`config.mk`:
```
export PLATFORM = sky130hd
export DESIGN_NAME = mem_arbiter
export DESIGN_NICKNAME = d
export VERILOG_FILES = /design/src/rtl/pipeline_pkg.sv /design/src/rtl/arb_rr2.sv /design/src/rtl/mem_arbiter.sv
export SDC_FILE = /design/constraint.sdc
export NUM_CORES = 1
export LEC_CHECK = 0
export CAP_MARGIN = 20
export CORE_AREA = 2 2 536 538
export CTS_CLUSTER_DIAMETER = 50
export CTS_CLUSTER_SIZE = 20
export DETAILED_ROUTE_END_ITERATION = 8
export DIE_AREA = 0 0 538 540
export GPL_TIMING_DRIVEN = 0
export MAX_ROUTING_LAYER = met4
export SYNTH_ARGS = -nofsm -noshare
export SYNTH_HDL_FRONTEND = slang
export SYNTH_SLANG_ARGS = --single-unit
```
`constraint.sdc`:
```
create_clock -name clk -period 1.7 [get_ports clk]
set_input_delay 0.17 -clock clk [delete_from_list [all_inputs] [get_ports clk]]
set_output_delay 0.17 -clock clk [all_outputs]
set_load 0.01 [all_outputs]
```
`src/rtl/pipeline_pkg.sv`:
```
// Shared definitions for the memory arbiter.
//   LINE_W        : default cacheline width in bits
//   LINE_OFFSET_W : byte-offset bits inside a line (cleared on the pmem address)
//   arb_state_t   : arbiter FSM states
//   GRANT_I/D     : encoding of the last_grant flag
package pipeline_pkg;

  localparam int LINE_W        = 256;
  localparam int LINE_OFFSET_W = 5;

  typedef enum logic [2:0] {
    IDLE    = 3'd0,
    SERVE_I = 3'd1,
    SERVE_D = 3'd2,
    RESP_I  = 3'd3,
    RESP_D  = 3'd4
  } arb_state_t;

  localparam logic GRANT_I = 1'b0;
  localparam logic GRANT_D = 1'b1;

endpackage

```
`src/rtl/arb_rr2.sv`:
```
// Two-requester round-robin picker (purely combinational).
// Ports:
//   req_i, req_d : pending requests from the I and D sides
//   last_grant   : side that won the previous grant (GRANT_I / GRANT_D)
//   gnt_i, gnt_d : one-hot winner, both 0 when nothing is pending
module arb_rr2
  import pipeline_pkg::*;
(
  input  logic req_i,
  input  logic req_d,
  input  logic last_grant,
  output logic gnt_i,
  output logic gnt_d
);

  // Single winner; on a tie the side that did not win last time goes first.
  always_comb begin
    gnt_i = 1'b0;
    gnt_d = 1'b0;
    if (req_i && req_d) begin
      if (last_grant == GRANT_D) begin
        gnt_i = 1'b1;
      end else begin
        gnt_d = 1'b1;
      end
    end else if (req_i) begin
      gnt_i = 1'b1;
    end else if (req_d) begin
      gnt_d = 1'b1;
    end else begin
      gnt_i = 1'b0;
      gnt_d = 1'b0;
    end
  end

endmodule

```
`src/rtl/mem_arbiter.sv`:
```
// Arbitrates I-cache line fills and D-cache fills/writebacks onto one
// physical memory port. A request is latched at grant time, so the
// requester may change its inputs freely while the transfer is running.
// Ports:
//   clk, rst                       : clock, asynchronous active-low reset
//   imem_read, imem_address        : I-side fill request
//   imem_rdata, imem_resp          : I-side returned line / completion pulse
//   dmem_read, dmem_write          : D-side fill / writeback request
//   dmem_address, dmem_wdata       : D-side line address / writeback data
//   dmem_rdata, dmem_resp          : D-side returned line / completion pulse
//   pmem_read, pmem_write          : physical memory command
//   pmem_address, pmem_wdata       : physical line address / write data
//   pmem_rdata, pmem_resp          : physical returned line / completion
module mem_arbiter #(
  parameter int LINE_W = pipeline_pkg::LINE_W,
  parameter int ADDR_W = 32
) (
  input  logic              clk,
  input  logic              rst,
  input  logic              imem_read,
  input  logic [ADDR_W-1:0] imem_address,
  output logic [LINE_W-1:0] imem_rdata,
  output logic              imem_resp,
  input  logic              dmem_read,
  input  logic              dmem_write,
  input  logic [ADDR_W-1:0] dmem_address,
  input  logic [LINE_W-1:0] dmem_wdata,
  output logic [LINE_W-1:0] dmem_rdata,
  output logic              dmem_resp,
  output logic              pmem_read,
  output logic              pmem_write,
  output logic [ADDR_W-1:0] pmem_address,
  output logic [LINE_W-1:0] pmem_wdata,
  input  logic [LINE_W-1:0] pmem_rdata,
  input  logic              pmem_resp
);

  import pipeline_pkg::*;

  localparam logic [ADDR_W-1:0] LINE_MASK =
    {{(ADDR_W-LINE_OFFSET_W){1'b1}}, {LINE_OFFSET_W{1'b0}}};

  arb_state_t        state_q,      state_d;
  logic              last_grant_q, last_grant_d;
  logic              is_write_q,   is_write_d;
  logic [ADDR_W-1:0] addr_q,       addr_d;
  logic [LINE_W-1:0] wdata_q,      wdata_d;
  logic [LINE_W-1:0] irdata_q,     irdata_d;
  logic [LINE_W-1:0] drdata_q,     drdata_d;
  logic              pmem_read_q,  pmem_read_d;
  logic              pmem_write_q, pmem_write_d;
  logic              iresp_q,      iresp_d;
  logic              dresp_q,      dresp_d;

  logic gnt_i_s;
  logic gnt_d_s;

  arb_rr2 u_rr (
    .req_i      (imem_read),
    .req_d      (dmem_read | dmem_write),
    .last_grant (last_grant_q),
    .gnt_i      (gnt_i_s),
    .gnt_d      (gnt_d_s)
  );

  // Next-state, request latching and registered output values.
  always_comb begin
    state_d      = state_q;
    last_grant_d = last_grant_q;
    is_write_d   = is_write_q;
    addr_d       = addr_q;
    wdata_d      = wdata_q;
    irdata_d     = irdata_q;
    drdata_d     = drdata_q;
    pmem_read_d  = pmem_read_q;
    pmem_write_d = pmem_write_q;
    iresp_d      = 1'b0;
    dresp_d      = 1'b0;
    case (state_q)
      IDLE: begin
        if (gnt_i_s) begin
          state_d      = SERVE_I;
          last_grant_d = GRANT_I;
          is_write_d   = 1'b0;
          addr_d       = imem_address & LINE_MASK;
          wdata_d      = dmem_wdata;
          pmem_read_d  = 1'b1;
          pmem_write_d = 1'b0;
        end else if (gnt_d_s) begin
          // A simultaneous read+write is taken as a writeback only.
          state_d      = SERVE_D;
          last_grant_d = GRANT_D;
          is_write_d   = dmem_write;
          addr_d       = dmem_address & LINE_MASK;
          wdata_d      = dmem_wdata;
          pmem_read_d  = ~dmem_write;
          pmem_write_d = dmem_write;
        end else begin
          state_d = IDLE;
        end
      end
      SERVE_I: begin
        if (pmem_resp) begin
          state_d      = RESP_I;
          irdata_d     = pmem_rdata;
          iresp_d      = 1'b1;
          pmem_read_d  = 1'b0;
          pmem_write_d = 1'b0;
        end else begin
          state_d = SERVE_I;
        end
      end
      SERVE_D: begin
        if (pmem_resp) begin
          state_d      = RESP_D;
          dresp_d      = 1'b1;
          pmem_read_d  = 1'b0;
          pmem_write_d = 1'b0;
          if (!is_write_q) begin
            drdata_d = pmem_rdata;
          end else begin
            drdata_d = drdata_q;
          end
        end else begin
          state_d = SERVE_D;
        end
      end
      RESP_I, RESP_D: begin
        // Requests seen here are left for the next IDLE cycle.
        state_d = IDLE;
      end
      default: begin
        state_d      = IDLE;
        pmem_read_d  = 1'b0;
        pmem_write_d = 1'b0;
      end
    endcase
  end

  // State and datapath registers; reset aborts any transfer in flight.
  always_ff @(posedge clk or negedge rst) begin
    if (!rst) begin
      state_q      <= IDLE;
      last_grant_q <= GRANT_D;
      is_write_q   <= 1'b0;
      addr_q       <= '0;
      wdata_q      <= '0;
      irdata_q     <= '0;
      drdata_q     <= '0;
      pmem_read_q  <= 1'b0;
      pmem_write_q <= 1'b0;
      iresp_q      <= 1'b0;
      dresp_q      <= 1'b0;
    end else begin
      state_q      <= state_d;
      last_grant_q <= last_grant_d;
      is_write_q   <= is_write_d;
      addr_q       <= addr_d;
      wdata_q      <= wdata_d;
      irdata_q     <= irdata_d;
      drdata_q     <= drdata_d;
      pmem_read_q  <= pmem_read_d;
      pmem_write_q <= pmem_write_d;
      iresp_q      <= iresp_d;
      dresp_q      <= dresp_d;
    end
  end

  assign imem_rdata   = irdata_q;
  assign imem_resp    = iresp_q;
  assign dmem_rdata   = drdata_q;
  assign dmem_resp    = dresp_q;
  assign pmem_read    = pmem_read_q;
  assign pmem_write   = pmem_write_q;
  assign pmem_address = addr_q;
  assign pmem_wdata   = wdata_q;

endmodule

```
==> summary.md <==
| Metric | Value |
|---|---|
| WL per Instance | `~31 um` |
| Max Clk Rate | `488 MHz` |
| R2r worst-path depth | `7` |
| Fill cells | `29700` |
| Placed Instances | `6962` |
| Grt ovf | `0` |
| Maximum vdd drop | `between 1000 and 1500 uV` |
| Critical Path Sink Type | `register` |
| Die H | `540 um` |
| Synth Area in Compound Gates | `0.0172` |
| Ys flop type | `dfrtp_1` |
| Die area | `~0.29 sq mm` |
| Mux cell area share after synthesis | `0.307` |
| Most used cell, CP | `buf_12` |
| Initial DRC Count | `1507` |
| Pins Over Slew Limit | `0` |
| Async set or reset register ratio after synthesis | `1.00` |
| Pin count of the biggest net entering global routing | `117` |
| Max transition margin | `0.522` |
| Initial Utilization | `0.110` |
| Simple-gate share of the synthesized area | `0.00727` |
| CTS Buffer Depth | `4` |
| Final #Nets | `4479` |
| Share of cells above drive strength 1 | `0.370` |
| Worst R2R Start | `dmem_resp$_DFF_PN0_` |
| Critical Path AT | `2.74 ns` |
| Netlist cell types | `33` |
| Number of synthesized flops with an enable pin | `0` |
| Drt drc | `0` |
| Cts bufs inserted | `121` |
| Worst path max stage delay | `approximately 0.44 ns` |
| Power per cell area | `1980 mW/mm^2` |
| Total core area | `between 0.2 and 0.3 sq mm` |
| Post-Route WL | `242000 um` |
| Failing checks | `hold timing, setup timing` |
| Crit path required time | `between 2 and 2.5 ns` |
| Commonest non-fill, non-tap cell in the layout | `dfrtp_1` |
| Clock latency on the worst-skew pair | `0.83 ns` |
| Pint | `80.7 mW` |
| Htree depth | `3` |
| CP Cell Sequence | `and4bb_1, nor2b_4, clkbuf_16, buf_16, buf_12, buf_12, mux2_4` |
| Clock skew | `0.0347 ns` |
| TritonCTS clock tree | `done` |
| Num ports | `~1400` |
| Port bufs | `1369` |
| Area grow syn2layout | `107%` |
| Flop pwr share | `0.276` |
| Non-filler instance count after layout | `7892` |
| Combinational Power Share | `0.520` |
| Avg Cell Area, Syn | `~17 sq um` |
| # Max-Cap Violations | `0` |
| Mapped Cells | `1819` |
| Adder-cell share of the synthesized area | `0` |
| Ys Warns | `0` |
| Root Driver | `clkbuf_16` |
| RSZ-0062 raised after global routing | `true` |
| Worst hold path type | `primary input to async pin` |
| Critical Path Source Type | `register` |
| Global Route Usage Sum | `0.161` |
| Commonest cells after routing, fill and taps aside | `787 x dfrtp_1, 608 x mux2_4, 569 x clkdlybuf4s50_1` |
| Clock power frac | `0.204` |
| Fin crit share | `1.21` |
| Critical path class | `register to register` |
| Synth Register Bits | `about 800` |
| RD Place Congestion | `between 0.9 and 1` |
| Number of global-route vias before repair | `~28000` |
| First-pass GRT wire length | `297000 um` |
| Final ANT Viol Nets | `0` |
| Psw | `46.9 mW` |
| Final min period | `2.05 ns` |
| Hold_ws | `-0.746 ns` |
| Std cell rows | `196` |
| Status | `finished, violations left` |
| R2R Setup Slk | `-0.35 ns` |
| Initial antenna violation count | `roughly 190` |
| Die width | `approximately 540 um` |
| Sequential area share after synthesis | `0.645` |
| Critical R2R Capture | `dmem_rdata[141]$_DFFE_PN0P_` |
| Layout Utilization | `0.227` |
| Sw Ratio | `0.367` |
| Drt pass-1 iters | `5` |
| Synth Area in XOR/XNOR | `0` |
| Crit path max-delay cell type | `dfrtp_2` |
| Final hold vios | `299` |
| Post-Syn Area | `0.0312 sq mm` |
| Via/cell ratio | `3.35` |
| Via count | `26400` |
| Final setup vio count | `between 700 and 800` |
| Clock slew at reported path FFs | `0.07 ns` |
| Crit path max fanout | `8` |
| Largest family of logic cells by synthesized area | `multiplexers` |
| # hold bufs at CTS | `435` |
| DPL Wire Length | `approximately 190000 um` |
| Clk sinks | `803` |
| Worst Slack Setup Final | `-0.350 ns` |
| Measured slew at the worst slew-check pin | `0.717 ns` |
| Leakage | `32.0 nW` |
-- metrics by stage --
stage / power [mW] / worst slack (ns) / hold slack (ns) / TNS, ns / cell area, sq um
after global placement: 92.8 / -40.28 / 0.471 / - / 49900
after floorplan: 58.2 / -0.0243 / -0.126 / -10.19 / 31500
after detailed placement: 93.2 / -1.51 / 0.216 / -915.60 / 50100
final: 128 / -0.350 / -0.746 / -178.96 / 64500
after CTS: 127 / -0.379 / -0.806 / -445.91 / 61900
after global routing: 133 / -0.386 / -0.767 / -231.38 / 64500
-- cell families (layout without fill, tap and decap cells) --
family	Yosys count	count (layout)
flops	803	803
mux	768	768
buf+inv	113	2285
compound gates	93	93
simple gates	41	41
other cells	1	140
-- what timing repair did --
action | 4_1_cts | 5_1_grt
pin swaps | 2 | 4
endpoints found under the hold margin | 895 | 260
setup endpoints to repair | 1706 | 1637
gates cloned | 44 | 41
setup buffers | 60 | 33
gates resized for setup | 998 | 1179
-- layer usage --
| metal | track usage | routed length (um) | vias up |
|---|---|---|---|
| met5 | - | 0 | - |
| met4 | 0.0393 | 8560 | 0 |
| met3 | 0.0641 | 25300 | 357 |
| met2 | 0.252 | 109000 | 1507 |
| met1 | 0.191 | 99500 | 13600 |
| li1 | - | - | 10900 |
-- worst max-delay path by stage --
stage | slack [ns] | startpoint | cells past startpoint | end
after floorplan | -0.02 | dmem_resp$_DFF_PN0_ | 6 | dmem_rdata[15]$_DFFE_PN0P_
after global placement | -40.28 | rst | 1 | dmem_resp$_DFF_PN0_
after detailed placement | -1.51 | pmem_resp | 7 | imem_rdata[203]$_DFFE_PN0P_
after CTS | -0.38 | dmem_resp$_DFF_PN0_ | 7 | dmem_rdata[104]$_DFFE_PN0P_
after global routing | -0.39 | dmem_resp$_DFF_PN0_ | 7 | dmem_rdata[141]$_DFFE_PN0P_
final | -0.35 | dmem_resp$_DFF_PN0_ | 7 | dmem_rdata[141]$_DFFE_PN0P_
-- Yosys cell counts (all sizes together) (2+ instances only) --
cell type,count,area share
dfrtp,802,0.64
mux2,768,0.31
buf,92,0.021
a21oi,28,0.0045
a31oi,27,0.0054
nand3,27,0.0043
o21ai,27,0.0043
clkbuf,20,0.0024
nand2,3,0.00036
nor3,3,0.00048
a31o,2,0.00056
and3,2,0.00040
nor2b,2,0.00040
-- final cells by class --
type                       count  area (sq um)  share of cell area
antenna                      135           338             0.00524
buffer                        99          1700              0.0264
clock buffer                 132          3150              0.0489
clock inverter                89          1030              0.0160
inverter                       1          3.75           0.0000582
multi-input combinational    907         11800               0.182
sequential                   803         20100               0.312
tap                         3762          4710              0.0730
timing repair buffer        1964         21700               0.336
-- sequential cells by signal (all words and copies together), names as in the netlist --
signal	flops
imem_resp	1
imem_rdata	256
dmem_rdata	256
pmem_write	1
pmem_wdata	256
is_write_q	1
state_q	2
last_grant_q	1
dmem_resp	1
pmem_read	1
pmem_address	27
-- power by group through the flow --
stage	combinational [mW]	sequential (mW)	clock (mW)
finish	66.3	35.2	26.0
detailed placement	58.0	35.3	0
global route	68.8	36.3	27.5
floorplan	19.6	38.6	0
global placement	57.6	35.2	0
CTS	64.9	35.2	26.7
-- worst max-delay path: cells and delay by family, from the launching register on --
| kind | cells | cell delay (ns) |
|---|---|---|
| flip-flops | 1 | 0.44 |
| buffers and inverters | 4 | 0.67 |
| multiplexers | 1 | 0.31 |
| AND/OR/NAND/NOR | 2 | 0.44 |
Note: power is estimated with default switching activity, not from simulation.
